--- config.mk ---
export PLATFORM = sky130hd
export DESIGN_NAME = chip_slave_emu_flat
export DESIGN_NICKNAME = d
export VERILOG_FILES = /design/src/rtl/chip_slave_emu_if.sv /design/src/rtl/chip_slave_emu.sv /design/src/flat_wrapper.sv
export SDC_FILE = /design/constraint.sdc
export NUM_CORES = 1
export LEC_CHECK = 0
export BUFFER_PORTS_ARGS = -buffer_cell sky130_fd_sc_hd__buf_2
export CAP_MARGIN = 30
export CORE_ASPECT_RATIO = 1.4
export CORE_UTILIZATION = 45
export CTS_BUF_LIST = sky130_fd_sc_hd__clkbuf_4 sky130_fd_sc_hd__clkbuf_8
export DETAILED_ROUTE_END_ITERATION = 12
export HOLD_SLACK_MARGIN = 0.08
export SYNTH_ARGS = -nofsm -noshare
export SYNTH_HDL_FRONTEND = slang
export SYNTH_SLANG_ARGS = --single-unit
--- constraint.sdc ---
create_clock -name clk -period 4.7 [get_ports clk]
set_input_delay 0.235 -clock clk [delete_from_list [all_inputs] [get_ports clk]]
set_output_delay 0.235 -clock clk [all_outputs]
set_load 0.05 [all_outputs]
--- src/rtl/chip_slave_emu_if.sv ---
// Port bundle between the Master-side controller and the chip responder.
// The clock is not part of the bundle. It is the same net as the chip clk
// and is wired to the modules as a plain port.
interface chip_slave_emu_if;
  logic       CBL;
  logic       CBLEN;
  logic       CWL;
  logic       inference;
  logic       load_seed;
  logic       read_1;
  logic       read_8;
  logic       load_mem;
  logic       read_out;
  logic [7:0] addr_full_row;
  logic [7:0] addr_full_col;
  logic [7:0] seeds;
  logic [3:0] bit_out;

  modport master (
    output CBL, CBLEN, CWL, inference, load_seed, read_1, read_8,
           load_mem, read_out, addr_full_row, addr_full_col, seeds,
    input  bit_out
  );

  modport slave (
    input  CBL, CBLEN, CWL, inference, load_seed, read_1, read_8,
           load_mem, read_out, addr_full_row, addr_full_col, seeds,
    output bit_out
  );
endinterface

--- src/rtl/chip_slave_emu.sv ---
// Chip-side responder that emulates the memristor array for bring-up without
// silicon. It holds a small array of probability words, four seedable LFSRs
// and a readout sequencer. Results are returned on bit_out.
module chip_slave_emu #(
  parameter int ROW_W  = 3,
  parameter int COL_W  = 3,
  parameter int WORD_W = 8
) (
  input  logic             clk,
  input  logic             rst_n,
  chip_slave_emu_if.slave  bus
);

  localparam int ADDR_W = ROW_W + COL_W;
  localparam int DEPTH  = 1 << ADDR_W;

  typedef enum logic [2:0] {IDLE, PROG, READ1, READ8, INFER} state_t;

  state_t state, next_state;

  logic [WORD_W-1:0] mem [DEPTH];
  logic [WORD_W-1:0] rd_reg;
  logic [WORD_W-1:0] lfsr [4];
  logic [WORD_W-1:0] infer_word [4];
  logic [COL_W-1:0]  lane_col [4];
  logic [3:0]        bit_q;
  logic [2:0]        pcnt;
  logic [2:0]        bcnt;
  logic [1:0]        seed_idx;
  logic              nib_lo;
  logic [ADDR_W-1:0] addr_idx;

  logic seed_cmd, prog_cmd, mem_cmd, infer_cmd, r8_cmd, r1_cmd;

  // Only the low address bits select a word; the upper bits are ignored.
  logic unused_addr_bits;
  assign unused_addr_bits = ^{bus.addr_full_row[7:ROW_W], bus.addr_full_col[7:COL_W]};

  assign addr_idx = {bus.addr_full_row[ROW_W-1:0], bus.addr_full_col[COL_W-1:0]};

  function automatic logic [7:0] lfsr_next(input logic [7:0] q);
    return {q[6:0], q[7] ^ q[5] ^ q[4] ^ q[3]};
  endfunction

  // Decode one command per cycle by priority and pick the next state.
  // A seed load leaves the state and the counters untouched.
  always_comb begin
    seed_cmd   = 1'b0;
    prog_cmd   = 1'b0;
    mem_cmd    = 1'b0;
    infer_cmd  = 1'b0;
    r8_cmd     = 1'b0;
    r1_cmd     = 1'b0;
    next_state = IDLE;
    if (bus.load_seed) begin
      seed_cmd   = 1'b1;
      next_state = state;
    end else if (bus.CWL && bus.CBLEN) begin
      prog_cmd   = 1'b1;
      next_state = PROG;
    end else if (bus.load_mem) begin
      mem_cmd    = 1'b1;
      next_state = IDLE;
    end else if (bus.inference) begin
      infer_cmd  = 1'b1;
      next_state = INFER;
    end else if (bus.read_8) begin
      r8_cmd     = 1'b1;
      next_state = READ8;
    end else if (bus.read_1) begin
      r1_cmd     = 1'b1;
      next_state = READ1;
    end
  end

  // FSM state register.
  always_ff @(posedge clk) begin
    if (!rst_n) state <= IDLE;
    else        state <= next_state;
  end

  // Look up the four words each inference lane compares against. Columns wrap within the row.
  always_comb begin
    for (int i = 0; i < 4; i++) begin
      lane_col[i]   = bus.addr_full_col[COL_W-1:0] + COL_W'(i);
      infer_word[i] = mem[{bus.addr_full_row[ROW_W-1:0], lane_col[i]}];
    end
  end

  // Array bit writes while programming. Contents survive reset, but reset blocks new writes.
  always_ff @(posedge clk) begin
    if (rst_n && prog_cmd) mem[addr_idx][3'd7 - pcnt] <= bus.CBL;
  end

  // Datapath: seeds, counters, read register, result register and LFSR stepping.
  always_ff @(posedge clk) begin
    if (!rst_n) begin
      bit_q    <= 4'b0;
      rd_reg   <= '0;
      pcnt     <= 3'd0;
      bcnt     <= 3'd0;
      seed_idx <= 2'd0;
      nib_lo   <= 1'b0;
      lfsr[0]  <= 8'hA5;
      lfsr[1]  <= 8'h5A;
      lfsr[2]  <= 8'h3C;
      lfsr[3]  <= 8'hC3;
    end else if (seed_cmd) begin
      lfsr[seed_idx] <= (bus.seeds == 8'h00) ? 8'h01 : bus.seeds;
      seed_idx       <= seed_idx + 2'd1;
    end else begin
      pcnt   <= prog_cmd ? pcnt + 3'd1 : 3'd0;
      bcnt   <= r1_cmd ? bcnt + 3'd1 : 3'd0;
      nib_lo <= r8_cmd ? ~nib_lo : 1'b0;
      if (mem_cmd) rd_reg <= mem[addr_idx];
      if (r1_cmd) bit_q <= {3'b0, rd_reg[3'd7 - bcnt]};
      if (r8_cmd) bit_q <= nib_lo ? rd_reg[3:0] : rd_reg[7:4];
      if (infer_cmd) begin
        for (int i = 0; i < 4; i++) begin
          bit_q[i] <= (lfsr[i] < infer_word[i]);
          lfsr[i]  <= lfsr_next(lfsr[i]);
        end
      end
    end
  end

  assign bus.bit_out = bus.read_out ? bit_q : 4'b0;

endmodule

--- src/flat_wrapper.sv ---
// flat-port wrapper written by rule: the top's interface ports become plain ports
module chip_slave_emu_flat 
#(
  parameter int ROW_W  = 3,
  parameter int COL_W  = 3,
  parameter int WORD_W = 8
)
  (clk, rst_n, bus_CBL, bus_CBLEN, bus_CWL, bus_inference, bus_load_seed, bus_read_1, bus_read_8, bus_load_mem, bus_read_out, bus_addr_full_row, bus_addr_full_col, bus_seeds, bus_bit_out);
  chip_slave_emu_if bus_i ();
  input  logic clk;
  input  logic rst_n;
  input wire logic [$bits(bus_i.CBL)-1:0] bus_CBL;
  input wire logic [$bits(bus_i.CBLEN)-1:0] bus_CBLEN;
  input wire logic [$bits(bus_i.CWL)-1:0] bus_CWL;
  input wire logic [$bits(bus_i.inference)-1:0] bus_inference;
  input wire logic [$bits(bus_i.load_seed)-1:0] bus_load_seed;
  input wire logic [$bits(bus_i.read_1)-1:0] bus_read_1;
  input wire logic [$bits(bus_i.read_8)-1:0] bus_read_8;
  input wire logic [$bits(bus_i.load_mem)-1:0] bus_load_mem;
  input wire logic [$bits(bus_i.read_out)-1:0] bus_read_out;
  input wire logic [$bits(bus_i.addr_full_row)-1:0] bus_addr_full_row;
  input wire logic [$bits(bus_i.addr_full_col)-1:0] bus_addr_full_col;
  input wire logic [$bits(bus_i.seeds)-1:0] bus_seeds;
  output wire logic [$bits(bus_i.bit_out)-1:0] bus_bit_out;
  assign bus_i.CBL = bus_CBL;
  assign bus_i.CBLEN = bus_CBLEN;
  assign bus_i.CWL = bus_CWL;
  assign bus_i.inference = bus_inference;
  assign bus_i.load_seed = bus_load_seed;
  assign bus_i.read_1 = bus_read_1;
  assign bus_i.read_8 = bus_read_8;
  assign bus_i.load_mem = bus_load_mem;
  assign bus_i.read_out = bus_read_out;
  assign bus_i.addr_full_row = bus_addr_full_row;
  assign bus_i.addr_full_col = bus_addr_full_col;
  assign bus_i.seeds = bus_seeds;
  assign bus_bit_out = bus_i.bit_out;
  chip_slave_emu #(.ROW_W(ROW_W), .COL_W(COL_W), .WORD_W(WORD_W)) u_core (.clk(clk), .rst_n(rst_n), .bus(bus_i));
endmodule
* After elaboration in Yosys (flattened, before gate mapping)
Memories as Yosys holds them, arrays and structs flattened.
Cells that the tools add are included.
** Storage, ports and cells
- Bits in registers :: 21
- Bits in writable memories :: 544
- Output and inout bits :: 4
- Logic and storage cells :: 100
- Memories :: 2
** Cells by class
- Add/sub/neg operators :: 8
- Magnitude comparators :: 7
- Muxes and demuxes :: 51
- Bitwise gates (word level) :: 18
- Reductions and logical operators :: 8
** Memories
- u_core.mem :: words 64, bits a word 8, rd ports 4, clocked after memory_dff 0, write ports 1, line chip_slave_emu.sv:21 : logic [WORD_W-1:0] mem [DEPTH];
- u_core.lfsr :: words 4, bits a word 8, rd ports 4, clocked after memory_dff 0, write ports 4, line chip_slave_emu.sv:23 : logic [WORD_W-1:0] lfsr [4];
** Operators with widths (count)
- $mux W8 :: 7
- $mux W1 :: 34
- $lt A8 B8 Y1 :: 4
- $mux W4 :: 5
- $xor A1 B1 Y1 :: 12
- $add A3 B1 Y3 const B :: 3
- $logic_not A8 Y1 :: 1
- $lt A3 B4 Y1 const B :: 2
- $reduce_or A8 Y1 :: 1
- $add A3 B2 Y3 const B :: 2
- $mux W3 :: 2
- $sub A3 B3 Y3 const A :: 2
- $or A1 B1 Y1 :: 4
- $reduce_and A2 Y1 :: 2
- $bmux W1 S3 :: 1
- $demux W1 S3 :: 1
- $ge A3 B1 Y1 const B :: 1
- $logic_and A1 B1 Y1 :: 3
- $reduce_bool A3 Y1 :: 1
- $add A2 B1 Y2 const B :: 1
- $mux W2 :: 1
- $not A1 Y1 :: 2

* Longest topological paths before layout
Gate-level depths: netlist of run 1.
- Depth after elaboration :: 10
- Mapped depth :: 24

* Worst setup path before layout of run 1
OpenSTA, ideal clock, no wires.
- Path type :: input to register
- Start point :: input bus_addr_full_col[0]
- End point :: register u_core.bit_q[3]
- Library setup time :: 0.079 ns
- Data arrival time :: 4.593 ns
- Data required time :: 4.621 ns
- Setup slack :: 0.028 ns
- Cell stages on the path :: 21
- Cell sequence :: buf_6 > buf_6 > inv_2 > buf_4 > buf_4 > buf_2 > buf_2 > ha_1 > buf_6 > buf_4 > buf_1 > mux4_2 > a221oi_1 > nor2_1 > nor4_1 > ha_1 > a21o_1 > a21o_1 > a211oi_1 > o221ai_1 > o211ai_1
** On the way
- Cells in the longest elaborated chain, start to end :: 4
** Ends and longest elaborated chain
- start: declaration :: line flat_wrapper.sv:22 : input wire logic [$bits(bus_i.addr_full_col)-1:0] bus_addr_full_col;
- $add A3 B2 Y3 :: line chip_slave_emu.sv:85 : lane_col[i] = bus.addr_full_col[COL_W-1:0] + COL_W'(i);
- $mem_v2 Z64 W8
- $lt A8 B8 Y1 :: line chip_slave_emu.sv:120 : bit_q[i] <= (lfsr[i] < infer_word[i]);
- $mux W4 :: line chip_slave_emu.sv:118 : if (infer_cmd) begin
- end signal: assignment :: line chip_slave_emu.sv:116 : if (r1_cmd) bit_q <= {3'b0, rd_reg[3'd7 - bcnt]};
- end signal: assignment :: line chip_slave_emu.sv:117 : if (r8_cmd) bit_q <= nib_lo ? rd_reg[3:0] : rd_reg[7:4];
- end signal: indexed assignment :: line chip_slave_emu.sv:120
- end: declaration :: line chip_slave_emu.sv:26 : logic [3:0] bit_q;
No other way between the ends.
A chain may end at the register's enable or synchronous reset.

* Worst setup path after layout of run 1
- Start point :: input bus_addr_full_col[0]
- End point :: register u_core.bit_q[0]
** On the way
- Cells in the longest elaborated chain, start to end :: 3
** Ends and longest elaborated chain (line)
- $mem_v2 Z64 W8
- $lt A8 B8 Y1 :: chip_slave_emu.sv:120
- $mux W4 :: chip_slave_emu.sv:118
No other way between the ends.

==> impl_metrics.sql, run 1 <==
INSERT INTO impl_metrics (metric_group, metric, value, unit) VALUES
('detailed_routing', 'drt_drc_violations_left', '0', ''),
('timing', 'setup_total_negative_slack', '0', 'ns'),
('timing', 'final.min_clock_period', '4.290', 'ns'),
('timing', 'hold_viol', '0', ''),
('yosys', 'synth.top_cell.area_share', '0.4394', ''),
('global_route', 'grt_first_pass_wirelength', '187300', 'um'),
('detailed_routing', 'routedWlPerCell', '34.26', 'um'),
('critical_path', 'timing.critical_path.buf_inv', '5', ''),
('detailed_routing', 'wl', '131100', 'um'),
('detailed_routing', 'first_pass_iters', '6', ''),
('clocking', 'tritoncts.num_buffers', '91', ''),
('critical_path', 'slowest_delay', '0.66', 'ns'),
('clocking', 'tritoncts', 'built', ''),
('critical_path', 'timing.critical_path.required', '5.39', 'ns'),
('global_route', 'globalRouteTotalUtil', '0.3143', ''),
('hold_path', 'hold_path_startpoint', 'bus_CWL', ''),
('hold_path', 'hold_end', 'u_core.bit_q[2]', ''),
('critical_path', 'crit_path_frequent_cell', 'buf_4', ''),
('final_layout', 'final_net_count', '2755', ''),
('yosys', 'synth.lib_cells_used.distinct', '63', ''),
('clocking', 'clock-root-buffer', 'clkbuf_8', ''),
('clocking', 'clock_tree.htree_level_count', '3', ''),
('critical_path', 'worstSetupEndpointType', 'register', ''),
('global_route', 'grt_start_max_net_pins', '180', ''),
('final_layout', 'final_cell_area', '41010', 'um2'),
('status', 'outcome', 'completed', ''),
('critical_path', 'worstPathArrival', '4.98', 'ns'),
('die', 'floorplan.rows', '124', ''),
('timing', 'timing.final.max_slew_violations', '0', ''),
('flow_run', 'max_cap_violations', '0', ''),
('yosys', 'yosysWarningCount', '0', ''),
('yosys', 'synthCells', '2632', ''),
('die', 'die_height', '342.1', 'um'),
('die', 'ios', '39', ''),
('final_layout', 'flow.area_growth_from_synthesis', '10.32', '%'),
('hold_path', 'hold_path_class', 'primary input to register', ''),
('detailed_routing', 'final_antenna_net_count', '0', ''),
('hold_path', 'worst_hold_path.num_cells', '5', ''),
('final_layout', 'post_route_cells_drive_above_1_share', '0.3086', ''),
('timing', 'tightestPinTransition', '1.037', 'ns'),
('timing', 'finalCritPeriodShare', '0.9128', ''),
('timing', 'fin_skew', '0.03747', 'ns'),
('clocking', 'cts_resized', '0', ''),
('global_route', 'initial_antenna_violation_count', '4', ''),
('critical_path', 'worst_reg_to_reg_path_cell_count', '12', ''),
('clocking', 'postCtsSetupBuffers', '0', ''),
('critical_path', 'cpLargestDelayFamily', 'buffers and inverters', ''),
('yosys', 'yosys-top-cells-area', 'edfxtp_1 (44%), mux4_2 (29%), mux2i_1 (6.7%)', ''),
('die', 'initial_utilization', '0.4547', ''),
('power_and_ir_drop', 'power.density', '303.9', 'nW/um2'),
('die', 'design.die.area', '83780', 'um2'),
('critical_path', 'crit_slowest_cell', 'buf_4', ''),
('die', 'placeableCoreArea', '81760', 'um2'),
('global_route', 'vias_in_the_first_global_route', '26063', ''),
('timing', 'achievable-frequency', '0.2331', 'GHz'),
('yosys', 'synth_top_cells_by_count', 'edfxtp_1 (544), nor2_1 (526), mux4_2 (483)', ''),
('yosys', 'yosysMostFrequentCell', 'edfxtp_1', ''),
('detailed_routing', 'vias_per_cell', '6.932', ''),
('critical_path', 'critical_path.cell_chain', 'buf_8 > buf_12 > buf_4 > mux4_2 > mux2i_1 > o22ai_1 > nor4_2 > buf_4 > ha_1 > o21ai_0 > nand2b_1 > a21oi_1 > o211ai_1 > nand3_1 > o221a_1 > dlygate4sd3_1', ''),
('clocking', 'clk_pin_slew_worst_paths', '0.07', 'ns'),
('die', 'die_width', '244.9', 'um'),
('critical_path', 'end_of_the_worst_register_to_register_path', 'u_core.bit_q[0]', ''),
('yosys', 'synth_top_cell_by_area', 'edfxtp_1', ''),
('power_and_ir_drop', 'worst_ir_drop_vdd', '0.0002172', 'V'),
('placement', 'hpwlAfterDp', '90130', 'um'),
('placement', 'place_congestion', '1.090', ''),
('timing', 'max-slew-margin-rel', '0.3088', ''),
('final_layout', 'largest_register_ffs', '512', ''),
('yosys', 'postSynthRegisterBits', '565', ''),
('detailed_routing', 'drtIter0Drc', '3212', ''),
('global_route', 'globalRoute.totalOverflow', '0', '');
==> metal layers <==
| layer | track usage | up-vias | part of all wire |
|---|---|---|---|
| li1 | - | 10747 | - |
| met1 | 0.3823 | 13872 | 0.35 |
| met2 | 0.5139 | 1565 | 0.49 |
| met3 | 0.05969 | 335 | 0.091 |
| met4 | 0.2016 | 4 | 0.072 |
| met5 | 0 | - | 0.00018 |
==> worst reg2reg max path, cell delays in order (launching register included) <==
cell,delay [ns]
edfxtp_1,0.42
mux4_2,0.48
mux2i_1,0.64
o22ai_1,0.21
nor4_2,0.34
buf_4,0.20
ha_1,0.24
nor2b_1,0.14
o21ai_0,0.21
o211ai_1,0.13
nand3_1,0.09
o221a_1,0.18
dlygate4sd3_1,0.54
==> logic make-up (layout without fill, tap and decap cells) <==
| kind of cell | count (synthesis) | in the layout | synth area share |
|---|---|---|---|
| buf+inv | 253 | 375 | 0.03430 |
| simple gates | 757 | 757 | 0.08572 |
| xor+xnor | 17 | 17 | 0.004712 |
| fa+ha+maj | 40 | 40 | 0.01346 |
| other cells | 0 | 1 | 0 |
| compound gates | 256 | 256 | 0.04658 |
| flops | 565 | 565 | 0.4507 |
| mux | 744 | 744 | 0.3645 |
==> worst max-delay path by stage <==
stage / from / end / slack, ns / cells past startpoint
floorplan: bus_addr_full_col[0] / u_core.bit_q[3] / 0.03 / 21
detailed placement: bus_addr_full_col[0] / u_core.bit_q[2] / 0.36 / 15
global placement: bus_addr_full_col[0] / u_core.bit_q[2] / 0.40 / 15
global route: bus_addr_full_col[0] / u_core.bit_q[0] / 0.24 / 16
CTS: bus_addr_full_col[0] / u_core.bit_q[0] / 0.61 / 16
finish: bus_addr_full_col[0] / u_core.bit_q[0] / 0.41 / 16
==> through the flow <==
stage	cells	setup slack (ns)	power (W)	hold WS, ns
floorplan	2632	0.02764	0.007102	0.3339
global placement	3640	0.4017	0.007974	0.4780
finish	3826	0.4097	0.01246	0.1209
global route	3826	0.2390	0.01278	0.1605
CTS	3825	0.6108	0.01247	0.08280
detailed placement	3640	0.3553	0.008006	0.4865
==> cell usage in the layout (no fill, tap or decap), types with 20 or more instances in the layout <==
| master | Yosys | final |
|---|---|---|
| o21ai_0 | 24 | 24 |
| clkinv_1 | 0 | 22 |
| a21oi_1 | 25 | 25 |
| clkbuf_4 | 0 | 27 |
| nand2_1 | 109 | 103 |
| buf_4 | 33 | 134 |
| clkbuf_8 | 0 | 100 |
| buf_2 | 47 | 25 |
| nor2_1 | 526 | 526 |
| edfxtp_1 | 544 | 544 |
| mux2i_1 | 249 | 249 |
| buf_12 | 0 | 22 |
| nand3_1 | 22 | 20 |
| o22ai_1 | 114 | 114 |
| ha_1 | 40 | 38 |
| nor4_1 | 21 | 21 |
| mux4_2 | 483 | 483 |
| dfxtp_1 | 21 | 21 |
==> power breakdown <==
part           switching [W]  internal (W)  total (W)
clock                0.00211       0.00239    0.00451
sequential         0.0000247       0.00554    0.00557
combinational        0.00136       0.00103    0.00239
total                0.00350       0.00896     0.0125
==> repair_timing <==
| item | CTS | global route |
|---|---|---|
| endpoints found under the setup margin | 0 | 0 |
| hold buffers | 18 | 0 |
| endpoints found under the hold margin | 87 | 0 |
==> final cells by class <==
class                   instances  area, um2
multi-input cells            1814      19210
well taps                    1071       1340
clock buffers                 127       1579
repair buffers                202       1793
clock inverters                40      295.3
fillers                      6940      40750
flip-flops and latches        565      16760
diodes                          1      2.502
inverters                       6      32.53
(Power assumes the default switching activity.)
==> run 2: changes to the inputs <==
--- a/config.mk
+++ b/config.mk
@@ -7,7 +7,7 @@
 export LEC_CHECK = 0
 export BUFFER_PORTS_ARGS = -buffer_cell sky130_fd_sc_hd__buf_2
 export CAP_MARGIN = 30
-export CORE_ASPECT_RATIO = 1.4
+export CORE_ASPECT_RATIO = 2
 export CORE_UTILIZATION = 45
 export CTS_BUF_LIST = sky130_fd_sc_hd__clkbuf_4 sky130_fd_sc_hd__clkbuf_8
 export DETAILED_ROUTE_END_ITERATION = 12
==> impl_metrics.sql, run 2 (same netlist as run 1, synthesis figures left out) <==
INSERT INTO impl_metrics (metric_group, metric, value, unit) VALUES
('global_route', 'grt_first_pass_wirelength', '202700', 'um'),
('final_layout', 'flow.area_growth_from_synthesis', '10.94', '%'),
('final_layout', 'fillCellCount', '6980', ''),
('timing', 'achievable-frequency', '0.2192', 'GHz'),
('critical_path', 'worstPathArrival', '5.21', 'ns'),
('clocking', 'postCtsSetupBuffers', '0', ''),
('die', 'initial_utilization', '0.4552', ''),
('critical_path', 'timing.critical_path.required', '5.35', 'ns'),
('final_layout', 'post_route_cells_drive_above_1_share', '0.3200', ''),
('timing', 'tightestPinTransition', '1.041', 'ns'),
('placement', 'place_congestion', '1.118', ''),
('clocking', 'clk_pin_slew_worst_paths', '0.07', 'ns'),
('final_layout', 'final_cell_area', '41240', 'um2'),
('critical_path', 'setup.worst_path.start_class', 'primary input', ''),
('die', 'die_width', '205.2', 'um'),
('global_route', 'grt_start_max_net_pins', '143', ''),
('final_layout', 'largest_register_ffs', '512', ''),
('hold_path', 'hold_path_class', 'primary input to register', ''),
('placement', 'hpwlAfterDp', '101500', 'um'),
('die', 'floorplan.rows', '148', ''),
('clocking', 'clock_tree.htree_level_count', '3', ''),
('placement', 'place.port_buffers', '28', ''),
('timing', 'grt_setup_unrepaired', 'no', ''),
('detailed_routing', 'drt_drc_violations_left', '0', ''),
('detailed_routing', 'wl', '142600', 'um'),
('power_and_ir_drop', 'worst_ir_drop_vdd', '0.0001725', 'V'),
('clocking', 'cts_buffer_depth', '3', ''),
('timing', 'setup_violations', '0', ''),
('power_and_ir_drop', 'total_power', '0.01234', 'W'),
('timing', 'final.min_clock_period', '4.562', 'ns'),
('detailed_routing', 'first_pass_iters', '6', ''),
('detailed_routing', 'final_antenna_net_count', '0', ''),
('timing', 'fin_skew', '0.05025', 'ns'),
('detailed_routing', 'drtIter0Drc', '3907', ''),
('die', 'design.die.area', '83840', 'um2'),
('global_route', 'globalRoute.totalOverflow', '0', ''),
('die', 'placeableCoreArea', '81660', 'um2'),
('die', 'ios', '39', ''),
('critical_path', 'category_of_the_most_critical_setup_path', 'primary input to register', ''),
('detailed_routing', 'vias_per_cell', '7.089', ''),
('clocking', 'tritoncts', 'built', ''),
('global_route', 'globalRouteTotalUtil', '0.3493', ''),
('clocking', 'clock_latency', '0.81', 'ns'),
('global_route', 'initial_antenna_violation_count', '9', ''),
('power_and_ir_drop', 'power.density', '299.1', 'nW/um2'),
('clocking', 'cts_sinks', '565', ''),
('die', 'die_height', '408.5', 'um'),
('final_layout', 'layout.cells.most_common_list', 'edfxtp_1 (544), nor2_1 (526), mux4_2 (483)', ''),
('flow_run', 'max_cap_violations', '0', ''),
('critical_path', 'worstSetupEndpointType', 'register', ''),
('final_layout', 'mostFrequentLayoutCell', 'edfxtp_1', ''),
('timing', 'max-slew-margin-rel', '0.2860', ''),
('final_layout', 'final_net_count', '2811', ''),
('timing', 'hold_viol', '0', ''),
('power_and_ir_drop', 'leakagePower', '13.25', 'nW'),
('timing', 'timing.final.max_slew_violations', '0', ''),
('timing', 'hold_slack_final', '0.1117', 'ns'),
('timing', 'finalCritPeriodShare', '0.9706', ''),
('clocking', 'clock-root-buffer', 'clkbuf_8', ''),
('global_route', 'vias_in_the_first_global_route', '27462', ''),
('critical_path', 'cp_max_fo', '22', ''),
('detailed_routing', 'vias_after_detailed_routing', '27350', ''),
('status', 'outcome', 'completed', ''),
('placement', 'dpl_cell_area', '39310', 'um2'),
('detailed_routing', 'routedWlPerCell', '36.95', 'um'),
('clocking', 'tritoncts.num_buffers', '83', '');
==> run 2: cell count changes in the layout (fill, tap and decap cells not counted), moves of 4 or more <==
cell	delta
diode_2	+7
buf_4	+66
clkbuf_8	-11
buf_12	-4
clkbuf_4	-5
==> run 2: path summary, 6_finish.rpt <==
| kind | from | to | slack [ns] | depth (start not counted) |
|---|---|---|---|---|
| worst min register to register | u_core.rd_reg[0] | u_core.rd_reg[0] | 0.50 | 2 |
| worst max-delay path | bus_addr_full_col[2] | u_core.bit_q[2] | 0.14 | 17 |
| worst max register to register | u_core.mem[47][5] | u_core.bit_q[2] | 0.30 | 13 |
| worst min-delay path | bus_CWL | u_core.pcnt[2] | 0.11 | 5 |
==> run 2: routing by layer <==
| metal | wire [um] | up-vias | global-route usage | share of wire |
|---|---|---|---|---|
| met3 | 12720 | 528 | 0.09505 | 0.089 |
| met5 | 0 | - | 0 | 0 |
| met4 | 14970 | 0 | 0.2949 | 0.10 |
| li1 | - | 10866 | - | - |
| met1 | 43870 | 14201 | 0.3593 | 0.31 |
| met2 | 71010 | 1755 | 0.5831 | 0.50 |
==> run 2: report_power, final <==
group	internal (W)	total [W]	leakage (nW)	switching [W]
clock	0.00215	0.00425	0.878	0.00210
combinational	0.00107	0.00252	7.31	0.00146
sequential	0.00554	0.00557	5.06	0.0000248
total	0.00875	0.0123	13.3	0.00358
==> run 2: cell type report <==
class                           count  area [um2]  share of cell area
Clock inverter                     38       281.5            0.006826
Inverter                            6       32.53           0.0007888
Antenna cell                        8       20.02           0.0004854
Clock buffer                      111        1390             0.03370
Tap cell                         1050        1314             0.03185
Sequential cell                   565       16760              0.4063
Multi-Input combinational cell   1814       19220              0.4660
Timing Repair Buffer              266        2231             0.05409
==> run 2: metrics by stage <==
step                setup slack [ns]  std cells    util  TNS [ns]
CTS                           0.3349       3843  0.5041         0
global route                 0.01602       3851  0.5048         0
floorplan                    0.02764       2632       -         0
detailed placement           -0.2747       3676  0.4814   -0.4143
global placement             -0.2437       3675  0.4812   -0.3283
finish                        0.1381       3858  0.5050         0
==> run 2: critical path: stages <==
cell,delay (ns)
buf_2,0.37
inv_4,0.09
ha_4,0.55
buf_12,0.28
buf_12,0.17
buf_4,0.17
mux4_2,0.30
mux2i_1,0.68
o22ai_1,0.17
nor4_1,0.30
buf_4,0.19
ha_1,0.12
nand4_1,0.14
o21ai_0,0.53
and3_1,0.25
dlygate4sd3_1,0.55
a21oi_1,0.06
==> run 2: what timing repair did <==
item,CTS,global route
resized for setup,0,1
endpoints found under the setup margin,0,1
hold endpoints to repair,154,0
hold buffers,18,0
